==> config.mk <==
export PLATFORM = sky130hd
export DESIGN_NAME = tm1638_frame_ctrl_flat
export DESIGN_NICKNAME = d
export VERILOG_FILES = /design/src/rtl/tm1638_frame_ctrl_if.sv /design/src/rtl/tm1638_frame_ctrl.sv /design/src/flat_wrapper.sv
export SDC_FILE = /design/constraint.sdc
export NUM_CORES = 1
export LEC_CHECK = 0
export ABC_AREA = 1
export CAP_MARGIN = 20
export CORE_MARGIN = 2
export CORE_UTILIZATION = 40
export CTS_CLUSTER_SIZE = 28
export DETAILED_ROUTE_END_ITERATION = 16
export PLACE_DENSITY = 0.7
export SLEW_MARGIN = 10
export SYNTH_ARGS = -nofsm -noshare
export SYNTH_HDL_FRONTEND = slang
export SYNTH_SLANG_ARGS = --single-unit
==> constraint.sdc <==
create_clock -name clk -period 2.64 [get_ports clk]
set_clock_uncertainty 0.15 [all_clocks]
set_input_delay 0.66 -clock clk [delete_from_list [all_inputs] [get_ports clk]]
set_output_delay 0.66 -clock clk [all_outputs]
set_load 0.02 [all_outputs]
==> src/rtl/tm1638_frame_ctrl_if.sv <==
// Frame/SPI-word bundle for tm1638_frame_ctrl: frame handshake from the application
// side plus the word/strobe/backpressure link to the SPI word FIFO.
interface tm1638_frame_ctrl_if #(
  parameter int NUM_GRIDS = 8
);
  logic [8*NUM_GRIDS-1:0] segments;
  logic [NUM_GRIDS-1:0]   leds;
  logic [2:0]             brightness;
  logic                   display_on;
  logic                   valid;
  logic                   ready;
  logic                   fifo_full;
  logic [17:0]            data;
  logic                   write;
  logic                   busy;
  logic                   frame_done;

  modport master (
    output segments, leds, brightness, display_on, valid, fifo_full,
    input  ready, data, write, busy, frame_done
  );

  modport slave (
    input  segments, leds, brightness, display_on, valid, fifo_full,
    output ready, data, write, busy, frame_done
  );
endinterface

==> src/rtl/tm1638_frame_ctrl.sv <==
// TM1638 frame controller: latches a display frame and streams fixed-address command
// words into the SPI FIFO. Define TM1638_DIRTY_SKIP_EN to skip words matching the last write.
module tm1638_frame_ctrl #(
  parameter int         NUM_GRIDS = 8,
  parameter logic [7:0] DATA_CMD  = 8'h44,
  parameter int         GRID_W    = 3
) (
  input  logic               clk,
  input  logic               rst,
  tm1638_frame_ctrl_if.slave bus
);

  typedef enum logic [2:0] {
    IDLE = 3'd0,
    CTRL = 3'd1,
    DCMD = 3'd2,
    SEG  = 3'd3,
    LED  = 3'd4
  } state_t;

  localparam logic [GRID_W-1:0] LAST_GRID = GRID_W'(NUM_GRIDS - 1);

  state_t                 state_reg, state_next;
  logic [GRID_W-1:0]      grid_reg, grid_next;
  logic [8*NUM_GRIDS-1:0] seg_reg;
  logic [NUM_GRIDS-1:0]   led_reg;
  logic [2:0]             bright_reg;
  logic                   on_reg;
  logic                   done_reg;

  logic        accept;
  logic        emit;
  logic        skip;
  logic        advance;
  logic        write;
  logic        frame_end;
  logic [7:0]  ctrl_byte;
  logic [7:0]  cur_seg;
  logic        cur_led;
  logic [7:0]  seg_addr;
  logic [7:0]  led_addr;
  logic [17:0] word;

  assign accept    = (state_reg == IDLE) && bus.valid;
  assign ctrl_byte = {4'h8, on_reg, bright_reg};
  assign cur_seg   = seg_reg[32'(grid_reg)*8 +: 8];
  assign cur_led   = led_reg[grid_reg];
  assign seg_addr  = 8'hC0 | 8'({grid_reg, 1'b0});
  assign led_addr  = 8'hC0 | 8'({grid_reg, 1'b1});

  assign emit      = (state_reg == CTRL) || (state_reg == DCMD) ||
                     (state_reg == SEG)  || (state_reg == LED);
  // A skipped word always moves on; a real word waits for FIFO space.
  assign advance   = emit && (skip || !bus.fifo_full);
  assign write     = emit && !skip && !bus.fifo_full;
  assign frame_end = (state_reg == LED) && advance && (grid_reg == LAST_GRID);

  always_comb begin
    word = '0;
    case (state_reg)
      CTRL:    word = {2'b01, ctrl_byte, 8'h00};
      DCMD:    word = {2'b01, DATA_CMD, 8'h00};
      SEG:     word = {2'b10, seg_addr, cur_seg};
      LED:     word = {2'b10, led_addr, 7'b0, cur_led};
      default: word = '0;
    endcase
  end

`ifdef TM1638_DIRTY_SKIP_EN
  logic [8*NUM_GRIDS-1:0] seg_shadow_reg;
  logic [NUM_GRIDS-1:0]   led_shadow_reg;
  logic [7:0]             ctrl_shadow_reg;
  logic                   shadow_valid_reg;
  logic                   any_dirty;

  // At DCMD no SEG/LED word has been processed yet, so the whole frame is compared.
  assign any_dirty = (seg_shadow_reg != seg_reg) || (led_shadow_reg != led_reg);

  always_comb begin
    skip = 1'b0;
    if (shadow_valid_reg) begin
      case (state_reg)
        CTRL:    skip = (ctrl_byte == ctrl_shadow_reg);
        DCMD:    skip = !any_dirty;
        SEG:     skip = (cur_seg == seg_shadow_reg[32'(grid_reg)*8 +: 8]);
        LED:     skip = (cur_led == led_shadow_reg[grid_reg]);
        default: skip = 1'b0;
      endcase
    end
  end

  always_ff @(negedge clk or posedge rst) begin
    if (rst) begin
      seg_shadow_reg   <= '0;
      led_shadow_reg   <= '0;
      ctrl_shadow_reg  <= '0;
      shadow_valid_reg <= 1'b0;
    end else begin
      if (write) begin
        case (state_reg)
          CTRL:    ctrl_shadow_reg <= ctrl_byte;
          SEG:     seg_shadow_reg[32'(grid_reg)*8 +: 8] <= cur_seg;
          LED:     led_shadow_reg[grid_reg] <= cur_led;
          default: ;
        endcase
      end
      if (frame_end) shadow_valid_reg <= 1'b1;
    end
  end
`else
  assign skip = 1'b0;
`endif

  always_comb begin
    state_next = state_reg;
    grid_next  = grid_reg;
    case (state_reg)
      IDLE: if (bus.valid) state_next = CTRL;
      CTRL: if (advance) state_next = DCMD;
      DCMD: if (advance) state_next = SEG;
      SEG:  if (advance) state_next = LED;
      LED: begin
        if (advance) begin
          if (grid_reg == LAST_GRID) begin
            state_next = IDLE;
            grid_next  = '0;
          end else begin
            state_next = SEG;
            grid_next  = grid_reg + GRID_W'(1);
          end
        end
      end
      default: begin
        state_next = IDLE;
        grid_next  = '0;
      end
    endcase
  end

  always_ff @(negedge clk or posedge rst) begin
    if (rst) begin
      state_reg  <= IDLE;
      grid_reg   <= '0;
      seg_reg    <= '0;
      led_reg    <= '0;
      bright_reg <= '0;
      on_reg     <= 1'b0;
      done_reg   <= 1'b0;
    end else begin
      state_reg <= state_next;
      grid_reg  <= grid_next;
      done_reg  <= frame_end;
      if (accept) begin
        seg_reg    <= bus.segments;
        led_reg    <= bus.leds;
        bright_reg <= bus.brightness;
        on_reg     <= bus.display_on;
      end
    end
  end

  // Word and strobe are decoded from state so a held word stays on the bus under backpressure.
  assign bus.data       = word;
  assign bus.write      = write;
  assign bus.ready      = (state_reg == IDLE);
  assign bus.busy       = (state_reg != IDLE);
  assign bus.frame_done = done_reg;

endmodule

==> src/flat_wrapper.sv <==
// flat-port wrapper written by rule: the top's interface ports become plain ports
module tm1638_frame_ctrl_flat 
#(
  parameter int         NUM_GRIDS = 8,
  parameter logic [7:0] DATA_CMD  = 8'h44,
  parameter int         GRID_W    = 3
)
  (clk, rst, bus_segments, bus_leds, bus_brightness, bus_display_on, bus_valid, bus_fifo_full, bus_ready, bus_data, bus_write, bus_busy, bus_frame_done);
  tm1638_frame_ctrl_if #(.NUM_GRIDS(NUM_GRIDS)) bus_i ();
  input  logic clk;
  input  logic rst;
  input wire logic [$bits(bus_i.segments)-1:0] bus_segments;
  input wire logic [$bits(bus_i.leds)-1:0] bus_leds;
  input wire logic [$bits(bus_i.brightness)-1:0] bus_brightness;
  input wire logic [$bits(bus_i.display_on)-1:0] bus_display_on;
  input wire logic [$bits(bus_i.valid)-1:0] bus_valid;
  input wire logic [$bits(bus_i.fifo_full)-1:0] bus_fifo_full;
  output wire logic [$bits(bus_i.ready)-1:0] bus_ready;
  output wire logic [$bits(bus_i.data)-1:0] bus_data;
  output wire logic [$bits(bus_i.write)-1:0] bus_write;
  output wire logic [$bits(bus_i.busy)-1:0] bus_busy;
  output wire logic [$bits(bus_i.frame_done)-1:0] bus_frame_done;
  assign bus_i.segments = bus_segments;
  assign bus_i.leds = bus_leds;
  assign bus_i.brightness = bus_brightness;
  assign bus_i.display_on = bus_display_on;
  assign bus_i.valid = bus_valid;
  assign bus_i.fifo_full = bus_fifo_full;
  assign bus_ready = bus_i.ready;
  assign bus_data = bus_i.data;
  assign bus_write = bus_i.write;
  assign bus_busy = bus_i.busy;
  assign bus_frame_done = bus_i.frame_done;
  tm1638_frame_ctrl #(.NUM_GRIDS(NUM_GRIDS), .DATA_CMD(DATA_CMD), .GRID_W(GRID_W)) u_core (.clk(clk), .rst(rst), .bus(bus_i));
endmodule
==> results.md <==
- **result of the run** complete, but fails checks
- **failing checks** negative setup slack
- **H-tree levels** 3
- **CP cell instances** buf_6 > clkbuf_16 > nand2_2 > nand3_2 > nand2_1 > nand2_1 > nand2_2 > nor2_4 > buf_6
- **antenna viol nets, final** 0
- **Area Overhead vs Synth** 57.9%
- **largest cells by area after synthesis** sky130_fd_sc_hd__dfrtn_1, sky130_fd_sc_hd__nand2_1, sky130_fd_sc_hd__nand3_1, sky130_fd_sc_hd__a21oi_1, sky130_fd_sc_hd__inv_1
- **routability-driven placement congestion ratio** 0.828
- **wire per inst** 14.9 um
- **fraction of layout cells with a size suffix above 1** 0.286
- **number of inserted diodes** 0
- **crit path setup slack, layout** -1.20 ns
- **crit start category** register
- **post-route DRC violation count** 0
- **met3 WL** 564 um
- **CTS root buffer** sky130_fd_sc_hd__clkbuf_8
- **wire length reported by the detailed router** 12.4 mm
- **TritonCTS clock tree** built
- **final setup vio count** 20
- **Post-synth ARST share** 1.00
- **dominant delay contributor by cell family on the critical path** flip-flops
- **startpoint of the most critical hold path** u_core.seg_reg[43]
- **via count of the first global-routing pass** 4153
- **register clock-pin slew on the reported worst setup and hold paths** 0.06 ns
- **unique cell type count in the Yosys netlist** 23
- **class of the most critical hold timing path** reg2reg
- **worst hold path endpoint** u_core.seg_reg[43]
- **most common cell after layout, fill and taps aside** sky130_fd_sc_hd__nand2_1
- **kind of end point of the critical path** output pin
- **number of fillers in the final layout** 817
- **Max Root-Sink Buffers** 2
- **Stages on worst setup path** 9
- **CP arrival** 3.03 ns
- **LEAKAGE** 3.20 nW
- **worst path buffer plus inverter count** 3
- **width of the die** 105 um
- **count of hold-fix buffers inserted at cts** 0
- **register bit total from synthesis** 83
- **largest fanout on the critical path** 6
- **met1 WL** 5.21 mm
- **kind of critical path** reg2out
- **prevailing post-synth register cell** sky130_fd_sc_hd__dfrtn_1
- **syn_area_per_cell** 7.64 um^2
- **row count** 36
- **endpoint required time on the critical path** 1.83 ns
- **standard cell core area** 9860 um^2
- **initial DRC count** 208
- **Worst path slowest cell** sky130_fd_sc_hd__dfrtn_1
- **RSZ-0062 raised after global routing** true
- **final hold viol count** 0
- **worst supply voltage drop on vdd** 0.553 mV
- **setup slack of the most critical reg-to-reg path** 0.23 ns
- **via/cell ratio** 4.95
- **maximum number of pins on one net before global-route repair** 48
- **worst reg2reg path endpoint** u_core.seg_reg[54]
- **die outline area** 11100 um^2
- **via count** 4122
- **max reg flops** 64
- **number of flops mapped to enable cells by yosys** 0
- **setup TNS** -20.62 ns
- **source-to-sink clock delay at the later pin of the worst-skew pair** 0.34 ns
- **post-synthesis cell type with the largest combined area** sky130_fd_sc_hd__dfrtn_1
- **post-detailed-placement half-perimeter wirelength** 8.45 mm
- **Worst Hold Path Cells** 2
- **number of top-level design ports** 102
- **Vert. Die Dim** 105 um
- **worst-margin pin slew** 0.536 ns
- **count of mapped cells out of synthesis** 537
- **global route overflow** 0
- **count of cells along the worst register-to-register path** 11
- **Synth Cell Area** 4110 um^2
- **Worst Setup Slack post-DPL** -1.30 ns
- **yosys synthesis warning count** 0
- **Max Cap Violations** 0
- **portion of synthesized cell area occupied by the leading cell type** 0.506
- **global-route wire length before repair** 19.9 mm
- **DR top layer** met4
- **antenna violations before repair** 0
- **GRT Util Overall** 0.227
- **cts bufs inserted** 9
- **detailed-routing iteration count for the pre-antenna-repair pass** 5
- **clk sinks** 83
- **initial cell density of the core** 0.416
- **Worst R2R Start** u_core.state_reg[1]
- **Slowest Stage Delay on Critical Path** 0.52 ns
- **Post-layout nets** 777
- **Met2 Routed Length** 6.36 mm
- **proportion of synthesized chip area in sequential cells** 0.506
- **commonest cells after routing, fill and taps aside** sky130_fd_sc_hd__nand2_1, sky130_fd_sc_hd__dfrtn_1, sky130_fd_sc_hd__clkdlybuf4s50_1, sky130_fd_sc_hd__nand3_1, sky130_fd_sc_hd__buf_4
- **power per cell area** 1130 nW/um^2
- **Slew Limit Headroom** 0.643
- **count of port buffers added during placement** 99
- **max-slew violation total from the final report** 0
-- how the worst max path moves through the flow --
stage | endpoint | start | slack [ns]
2_1_floorplan | bus_data[10] | u_core.state_reg[1] | -0.71
3_3_place_gp | bus_data[4] | u_core.grid_reg[0] | -1.27
3_5_place_dp | bus_data[6] | u_core.grid_reg[0] | -1.30
4_1_cts | bus_data[5] | u_core.grid_reg[0] | -1.17
5_1_grt | bus_data[2] | u_core.grid_reg[0] | -1.26
6_report | bus_data[4] | u_core.grid_reg[0] | -1.20
-- cells in the mapped netlist, types with 3 or more instances --
master	number
sky130_fd_sc_hd__o21ai_0	14
sky130_fd_sc_hd__a21oi_1	48
sky130_fd_sc_hd__nand3_1	78
sky130_fd_sc_hd__nor2_1	39
sky130_fd_sc_hd__buf_6	3
sky130_fd_sc_hd__buf_2	17
sky130_fd_sc_hd__clkbuf_1	8
sky130_fd_sc_hd__dfrtn_1	83
sky130_fd_sc_hd__clkinv_1	3
sky130_fd_sc_hd__o211ai_1	8
sky130_fd_sc_hd__nand2_1	175
sky130_fd_sc_hd__inv_1	42
sky130_fd_sc_hd__buf_4	5
-- repair_timing --
action	in CTS	in global routing
endpoints found under the setup margin	35	25
gates resized for setup	135	65
setup buffers	13	6
cloned	3	1
pin swaps	6	25
hold endpoints to repair	0	0
-- metal layers --
| layer | GRT usage | up-vias |
|---|---|---|
| met5 | 0 | - |
| met4 | 0.0867 | 0 |
| met3 | 0.0340 | 20 |
| met2 | 0.398 | 112 |
| met1 | 0.280 | 1960 |
| li1 | - | 2030 |
-- through the flow --
step	cell area, um^2	hold WS (ns)	utilization	std cells	power [mW]
floorplan	4420	0.253	-	538	4.37
global placement	5790	0.268	0.587	798	5.45
detailed placement	5790	0.269	0.587	798	5.57
CTS	6220	0.276	0.631	828	6.95
global route	6480	0.290	0.657	833	7.79
finish	6480	0.273	0.657	833	7.31
-- cell families after synthesis --
kind of cell             after synthesis  synth area share
adder cells (fa/ha/maj)                2           0.00609
AO/OA/AOI/OAI                         72            0.0933
buffers and inverters                 81            0.0899
other                                  1          0.000913
AND/OR/NAND/NOR                      297             0.301
flip-flops                            83             0.506
multiplexers                           1           0.00244
-- worst min-delay path: stages, from the launching register on --
cell and delay, ns:
sky130_fd_sc_hd__dfrtn_1 0.41, sky130_fd_sc_hd__nand2_1 0.05, sky130_fd_sc_hd__nand2_1 0.05
-- cell type report --
class | count | area (um^2) | area share
clock buffer | 12 | 155 | 0.0239
clock inverter | 4 | 72.6 | 0.0112
inverter | 47 | 203 | 0.0313
multi-input combinational | 376 | 2020 | 0.312
sequential | 83 | 2080 | 0.320
tap | 133 | 166 | 0.0257
timing repair buffer | 178 | 1790 | 0.276
-- power breakdown --
group / switching [mW] / internal (mW)
combinational: 2.20 / 1.82
sequential: 0.345 / 1.90
clock: 0.462 / 0.584
Note: power is estimated with default switching activity, not from simulation.
==> variant 1: new RTL, config.mk and constraints unchanged <==
Re-encode `state_t` (5 states) as Gray code, 3 bits wide.
--- a/src/rtl/tm1638_frame_ctrl.sv
+++ b/src/rtl/tm1638_frame_ctrl.sv
@@ -11,11 +11,11 @@
 );
 
   typedef enum logic [2:0] {
-    IDLE = 3'd0,
-    CTRL = 3'd1,
-    DCMD = 3'd2,
-    SEG  = 3'd3,
-    LED  = 3'd4
+    IDLE = 3'b000,
+    CTRL = 3'b001,
+    DCMD = 3'b011,
+    SEG  = 3'b010,
+    LED  = 3'b110
   } state_t;
 
   localparam logic [GRID_W-1:0] LAST_GRID = GRID_W'(NUM_GRIDS - 1);
Check against the original RTL: same outputs for any inputs over 10 cycles, from zero or initial values and one cycle with rst high; not proved beyond that.
==> variant 1 against the unedited design <==
- the flow still finishes with violations (negative setup slack)
- sequential cell count unchanged
- wire length increased by 21%
- sequential share of layout area decreased by 2.7 points
- critical path depth decreased by 1
- cell area increased by 9.1%
- setup slack got worse by 0.12 ns
- area after synthesis increased by 3.5%
- first-iteration DRC count increased by 100%
- power increased by 13%
- clock power decreased by 14%
- register-to-register slack got worse by 0.16 ns
- largest power group unchanged
==> variant 1: results (changes against the unedited design) <==
IO Port Bufs=99 (unchanged); Switch Pwr=3410 uW (was 3000 uW); Synth async-reset ratio=1.00 (unchanged); clk slew on worst S/H paths=0.06 ns (about the same); first-pass GRT wire length=23300 um (was 19900 um); final setup fails=21 (was 20); GPL Wtd Cong=0.852 (was 0.828); top cells by area, synth=dfrtn_1, nand2_1, a21oi_2 (was dfrtn_1, nand2_1, nand3_1); Synth top cells by count=nand2_1, dfrtn_1, nor2_1, nand3_1, inv_1 (was nand2_1, dfrtn_1, nand3_1, a21oi_1, inv_1); WHS=0.278 ns (was 0.273 ns); share of layout cells above drive strength 1=0.382 (was 0.286); GR Util met3=0.0523 (was 0.0340); outcome=complete, but fails checks (unchanged); gr usage total=0.261 (was 0.227); Largest register FFs=64 (unchanged); post-DP HPWL=8670 um (was 8450 um); R2R Setup Slk=0.07 ns (was 0.23 ns); vias in the first global route=4617 (was 4153); pin count of the biggest net entering global routing=33 (was 48); WHS Endpoint=u_core.seg_reg[37]$_DFFE_NP0P_ (was u_core.seg_reg[43]$_DFFE_NP0P_); routed len/inst=17.0 um (was 14.9 um); crit-path max FO=12 (was 6); DRT Wirelength=15000 um (was 12400 um); M1 GR Usage=0.343 (was 0.280); Static Leak=0.00340 uW (was 0.00320 uW); placed instance count=829 (was 798); max cap viols=0 (unchanged); # fillers=753 (was 817); FF-to-FF path depth=19 (was 11); worst-case vdd ir drop=0.692 mV (was 0.553 mV); reg2reg end=u_core.state_reg[1]$_DFFE_NP0P_ (was u_core.seg_reg[54]$_DFFE_NP0P_); cts hold-fix bufs=0 (unchanged); Combinational Power Share=0.628 (was 0.550); pre-CTS WS=-1.35 ns (was -1.30 ns); post-synth cell types=25 (was 23); CTS buffer count=9 (unchanged); met2 usage=0.413 (was 0.398); Clock power frac=0.109 (was 0.143); 1st-iter DRT viols=426 (was 208); # H-tree levels=3 (unchanged); hold path depth=2 (unchanged); nets@finish=822 (was 777); register area share after synthesis=0.489 (was 0.506); DR vias/cell=5.18 (was 4.95); Post-Synth Adder-Cell Area=0.00589 (was 0.00610); Compound-Gate Fraction of Synth Area=0.140 (was 0.0933); CP Capture Point=bus_data[1] (was bus_data[4]); slack of the critical path=-1.32 ns (was -1.20 ns); failing checks=negative setup slack (unchanged); origin of the critical flop-to-flop path=u_core.state_reg[2]$_DFFE_NP0P_ (was u_core.state_reg[1]$_DFFE_NP0P_); multiplexer share of the synthesized area=0 (was 0.00244); Worst EP arrival=3.15 ns (was 3.03 ns); setup TNS=-21.02 ns (was -20.62 ns); HP Start=u_core.seg_reg[37]$_DFFE_NP0P_ (was u_core.seg_reg[43]$_DFFE_NP0P_)
==> variant 1: cell count changes in the layout (fill, tap and decap cells not counted), moves of 15 or more <==
| cell | before | now |
|---|---|---|
| a21oi_2 | 12 | 48 |
| nand2_1 | 145 | 112 |
| a21oi_1 | 35 | 6 |
| buf_4 | 58 | 83 |
| buf_6 | 31 | 48 |
| nor2_2 | 1 | 17 |
| nor2_1 | 31 | 46 |
==> variant 1: critical path: stages, from the launching register on <==
cell and delay, ns:
dfrtn_1 0.37, buf_12 0.16, buf_16 0.15, a21oi_1 0.20, o21ai_0 0.17, nand2_1 0.13, nor2_2 0.06, nor2_4 0.11
buf_6 0.13
==> variant 1: metal layers <==
metal  part of all wire  vias to the layer above
li1                   -                     2102
met1               0.41                     2126
met2               0.47                      260
met3              0.069                       74
met4              0.057                        0
met5                  0                        -
==> variant 1: cells by family after synthesis <==
kind of cell               Yosys count
adders and majority gates            2
and+or+nand+nor                    274
AOI/OAI and AO/OA                   84
DFF                                 83
buffers and inverters               93
other                                1
==> variant 1: layout make-up <==
type / count / area (sq um) / share of cell area
Clock buffer: 10 / 128 / 0.0180
Clock inverter: 5 / 55.1 / 0.00779
Inverter: 59 / 250 / 0.0354
Multi-Input combinational cell: 362 / 2120 / 0.299
Sequential cell: 83 / 2080 / 0.294
Tap cell: 136 / 170 / 0.0241
Timing Repair Buffer: 224 / 2260 / 0.320
Timing Repair inverter: 1 / 8.76 / 0.00124
==> variant 1: what timing repair did <==
item,in CTS,in global routing
pin swaps,20,23
resized for setup,202,50
gates cloned,3,3
setup endpoints to repair,103,49
buffers inserted,36,8
==> variant 1: metrics by stage <==
step	cell area, sq um	total power, uW
final	7070	8220
after global routing	7070	8670
after CTS	6930	7810
after detailed placement	6160	5940
after global placement	6160	5840
after floorplan	4580	4470
==> variant 2: new RTL, same settings <==
Without the edit above. `NUM_GRIDS` is set to 8 in 3 places; all go to 4.
--- a/src/rtl/tm1638_frame_ctrl_if.sv
+++ b/src/rtl/tm1638_frame_ctrl_if.sv
@@ -1,7 +1,7 @@
 // Frame/SPI-word bundle for tm1638_frame_ctrl: frame handshake from the application
 // side plus the word/strobe/backpressure link to the SPI word FIFO.
 interface tm1638_frame_ctrl_if #(
-  parameter int NUM_GRIDS = 8
+  parameter int NUM_GRIDS = 4
 );
   logic [8*NUM_GRIDS-1:0] segments;
   logic [NUM_GRIDS-1:0]   leds;
--- a/src/rtl/tm1638_frame_ctrl.sv
+++ b/src/rtl/tm1638_frame_ctrl.sv
@@ -1,7 +1,7 @@
 // TM1638 frame controller: latches a display frame and streams fixed-address command
 // words into the SPI FIFO. Define TM1638_DIRTY_SKIP_EN to skip words matching the last write.
 module tm1638_frame_ctrl #(
-  parameter int         NUM_GRIDS = 8,
+  parameter int         NUM_GRIDS = 4,
   parameter logic [7:0] DATA_CMD  = 8'h44,
   parameter int         GRID_W    = 3
 ) (
--- a/src/flat_wrapper.sv
+++ b/src/flat_wrapper.sv
@@ -1,7 +1,7 @@
 // flat-port wrapper written by rule: the top's interface ports become plain ports
 module tm1638_frame_ctrl_flat 
 #(
-  parameter int         NUM_GRIDS = 8,
+  parameter int         NUM_GRIDS = 4,
   parameter logic [7:0] DATA_CMD  = 8'h44,
   parameter int         GRID_W    = 3
 )
Ports: changed (resized bus_leds and bus_segments); port bits go from 102 to 66. The function was not compared with the original's and may differ.
==> variant 2 against the unedited design <==
- setup slack better by 0.16 ns
- the run still ends with negative setup slack left
- cell area is 37% lower
- critical path type unchanged
- sequential cell count is 36 lower
- power is 39% lower
- clock power is 59% lower
- non-clock buffer count is 74 lower
- wire length is 42% lower
- count of clock-buffer cells in the layout is 7 lower
- area after synthesis is 41% lower
- critical path depth is 3 lower
==> variant 2: results (changes against the unedited design) <==
outcome=complete, but fails checks (unchanged); failing checks=negative setup slack (unchanged); clk slew on worst S/H paths=0.06 ns (about the same); synth warn=0 (unchanged); vias=2457 (was 4122); pre-CTS WS=-1.14 ns (was -1.30 ns); worst-case vdd ir drop=1.13 mV (was 0.553 mV); post-synth cell types=22 (was 23); n_diodes=0 (unchanged); # H-tree levels=2 (was 3); routed len/inst=14.6 um (was 14.9 um); Clk Latency, worst-skew pair=0.30 ns (was 0.34 ns); DR pass1 iterations=4 (was 5); final setup fails=20 (unchanged); Hold WC Path Type=reg -> reg (unchanged); max_slew headroom=0.528 (was 0.643); Synth async-reset ratio=1.00 (unchanged); crit-path max FO=8 (was 6); Static Leak=0.00194 uW (was 0.00320 uW); Max Root-Sink Buffers=2 (unchanged); initial antenna violation count=0 (unchanged); vias in the first global route=2289 (was 4153); Routed Antenna Nets=0 (unchanged); IO Port Bufs=63 (was 99); CTS buffer count=5 (was 9); fin cells=490 (was 833); first-pass GRT wire length=11300 um (was 19900 um); register area share after synthesis=0.488 (was 0.506); setup TNS=-18.64 ns (was -20.62 ns); nets@finish=459 (was 777); share of layout cells above drive strength 1=0.414 (was 0.286); cells after synthesis=322 (was 537); post-DP HPWL=4820 um (was 8450 um); top cells by area, synth=dfrtn_1, nand2_1, nand3_1 (unchanged); CTS Root Cell=clkbuf_8 (unchanged); # fillers=470 (was 817); Worst EP arrival=2.87 ns (was 3.03 ns); placed cell area=3630 sq um (was 5790 sq um); Largest register FFs=32 (was 64); placed instance count=470 (was 798); slack of the critical path=-1.04 ns (was -1.20 ns); pin count of the biggest net entering global routing=42 (was 48); gr usage total=0.223 (was 0.227); 1st-iter DRT viols=136 (was 208); Synth top cells by count=nand2_1, nand3_1, dfrtn_1, nor2_1, o21ai_0 (was nand2_1, dfrtn_1, nand3_1, a21oi_1, inv_1); GPL Wtd Cong=0.909 (was 0.828)
==> variant 2: worst paths after layout <==
path                                                  from  slack [ns]  cells past startpoint                              end
max                         u_core.grid_reg[0]$_DFFE_NP0P_       -1.04                      6                      bus_data[7]
min                          u_core.led_reg[0]$_DFFE_NP0P_        0.27                      2    u_core.led_reg[0]$_DFFE_NP0P_
max reg2reg                u_core.state_reg[0]$_DFFE_NP0P_        0.34                      8   u_core.seg_reg[23]$_DFFE_NP0P_
min reg2reg                  u_core.led_reg[0]$_DFFE_NP0P_        0.27                      2    u_core.led_reg[0]$_DFFE_NP0P_
max in group asynchronous                              rst        0.32                      3   u_core.seg_reg[10]$_DFFE_NP0P_
min in group asynchronous                              rst        1.81                      3  u_core.state_reg[2]$_DFFE_NP0P_
==> variant 2: layer usage <==
metal / global-route usage / part of all wire / up-vias
met4: 0.0350 / 0.0078 / 0
met5: 0 / 0 / -
met2: 0.366 / 0.50 / 61
met3: 0.0451 / 0.048 / 8
li1: - / - / 1208
met1: 0.312 / 0.45 / 1180
==> variant 2: cell families (layout without fill, tap and decap cells) <==
logic type                 count (synthesis)  after routing  share of synthesized area
other                                      1              2                    0.00155
and+or+nand+nor                          206            207                      0.360
adders and majority gates                  1              1                    0.00519
DFF                                       47             47                      0.488
buffers and inverters                     35            126                     0.0788
AOI/OAI and AO/OA                         32             32                     0.0664
==> variant 2: layout make-up <==
class,instances,area share
clock buffer,5,0.0168
clock inverter,3,0.00459
inverter,14,0.0202
multi-input combinational,242,0.392
sequential,47,0.287
tap,75,0.0229
timing repair buffer,104,0.256
==> variant 2: metrics by stage <==
step	hold slack, ns	utilization
finish	0.271	0.695
global route	0.300	0.695
CTS	0.273	0.674
detailed placement	0.271	0.617
global placement	0.265	0.617
floorplan	0.247	-
==> variant 2: report_power, final <==
group	switching, uW	total [uW]	internal, uW	leakage [uW]
Clock	244	431	187	0.0000483
Sequential	278	1350	1070	0.000591
Combinational	1490	2640	1160	0.00130
Total	2010	4420	2420	0.00194
==> variant 2: what timing repair did <==
item,CTS,global route
pin swaps,13,12
gates cloned,1,1
setup endpoints to repair,26,51
hold buffers,0,0
buffers inserted,8,3
gates resized for setup,163,31
==> variant 2: worst max-delay path, stage by stage, from the launching register on <==
cell	delay (ns)
dfrtn_1	0.48
buf_6	0.17
nor2_2	0.04
nor2_1	0.18
o21ai_4	0.10
a21oi_4	0.15
buf_6	0.12
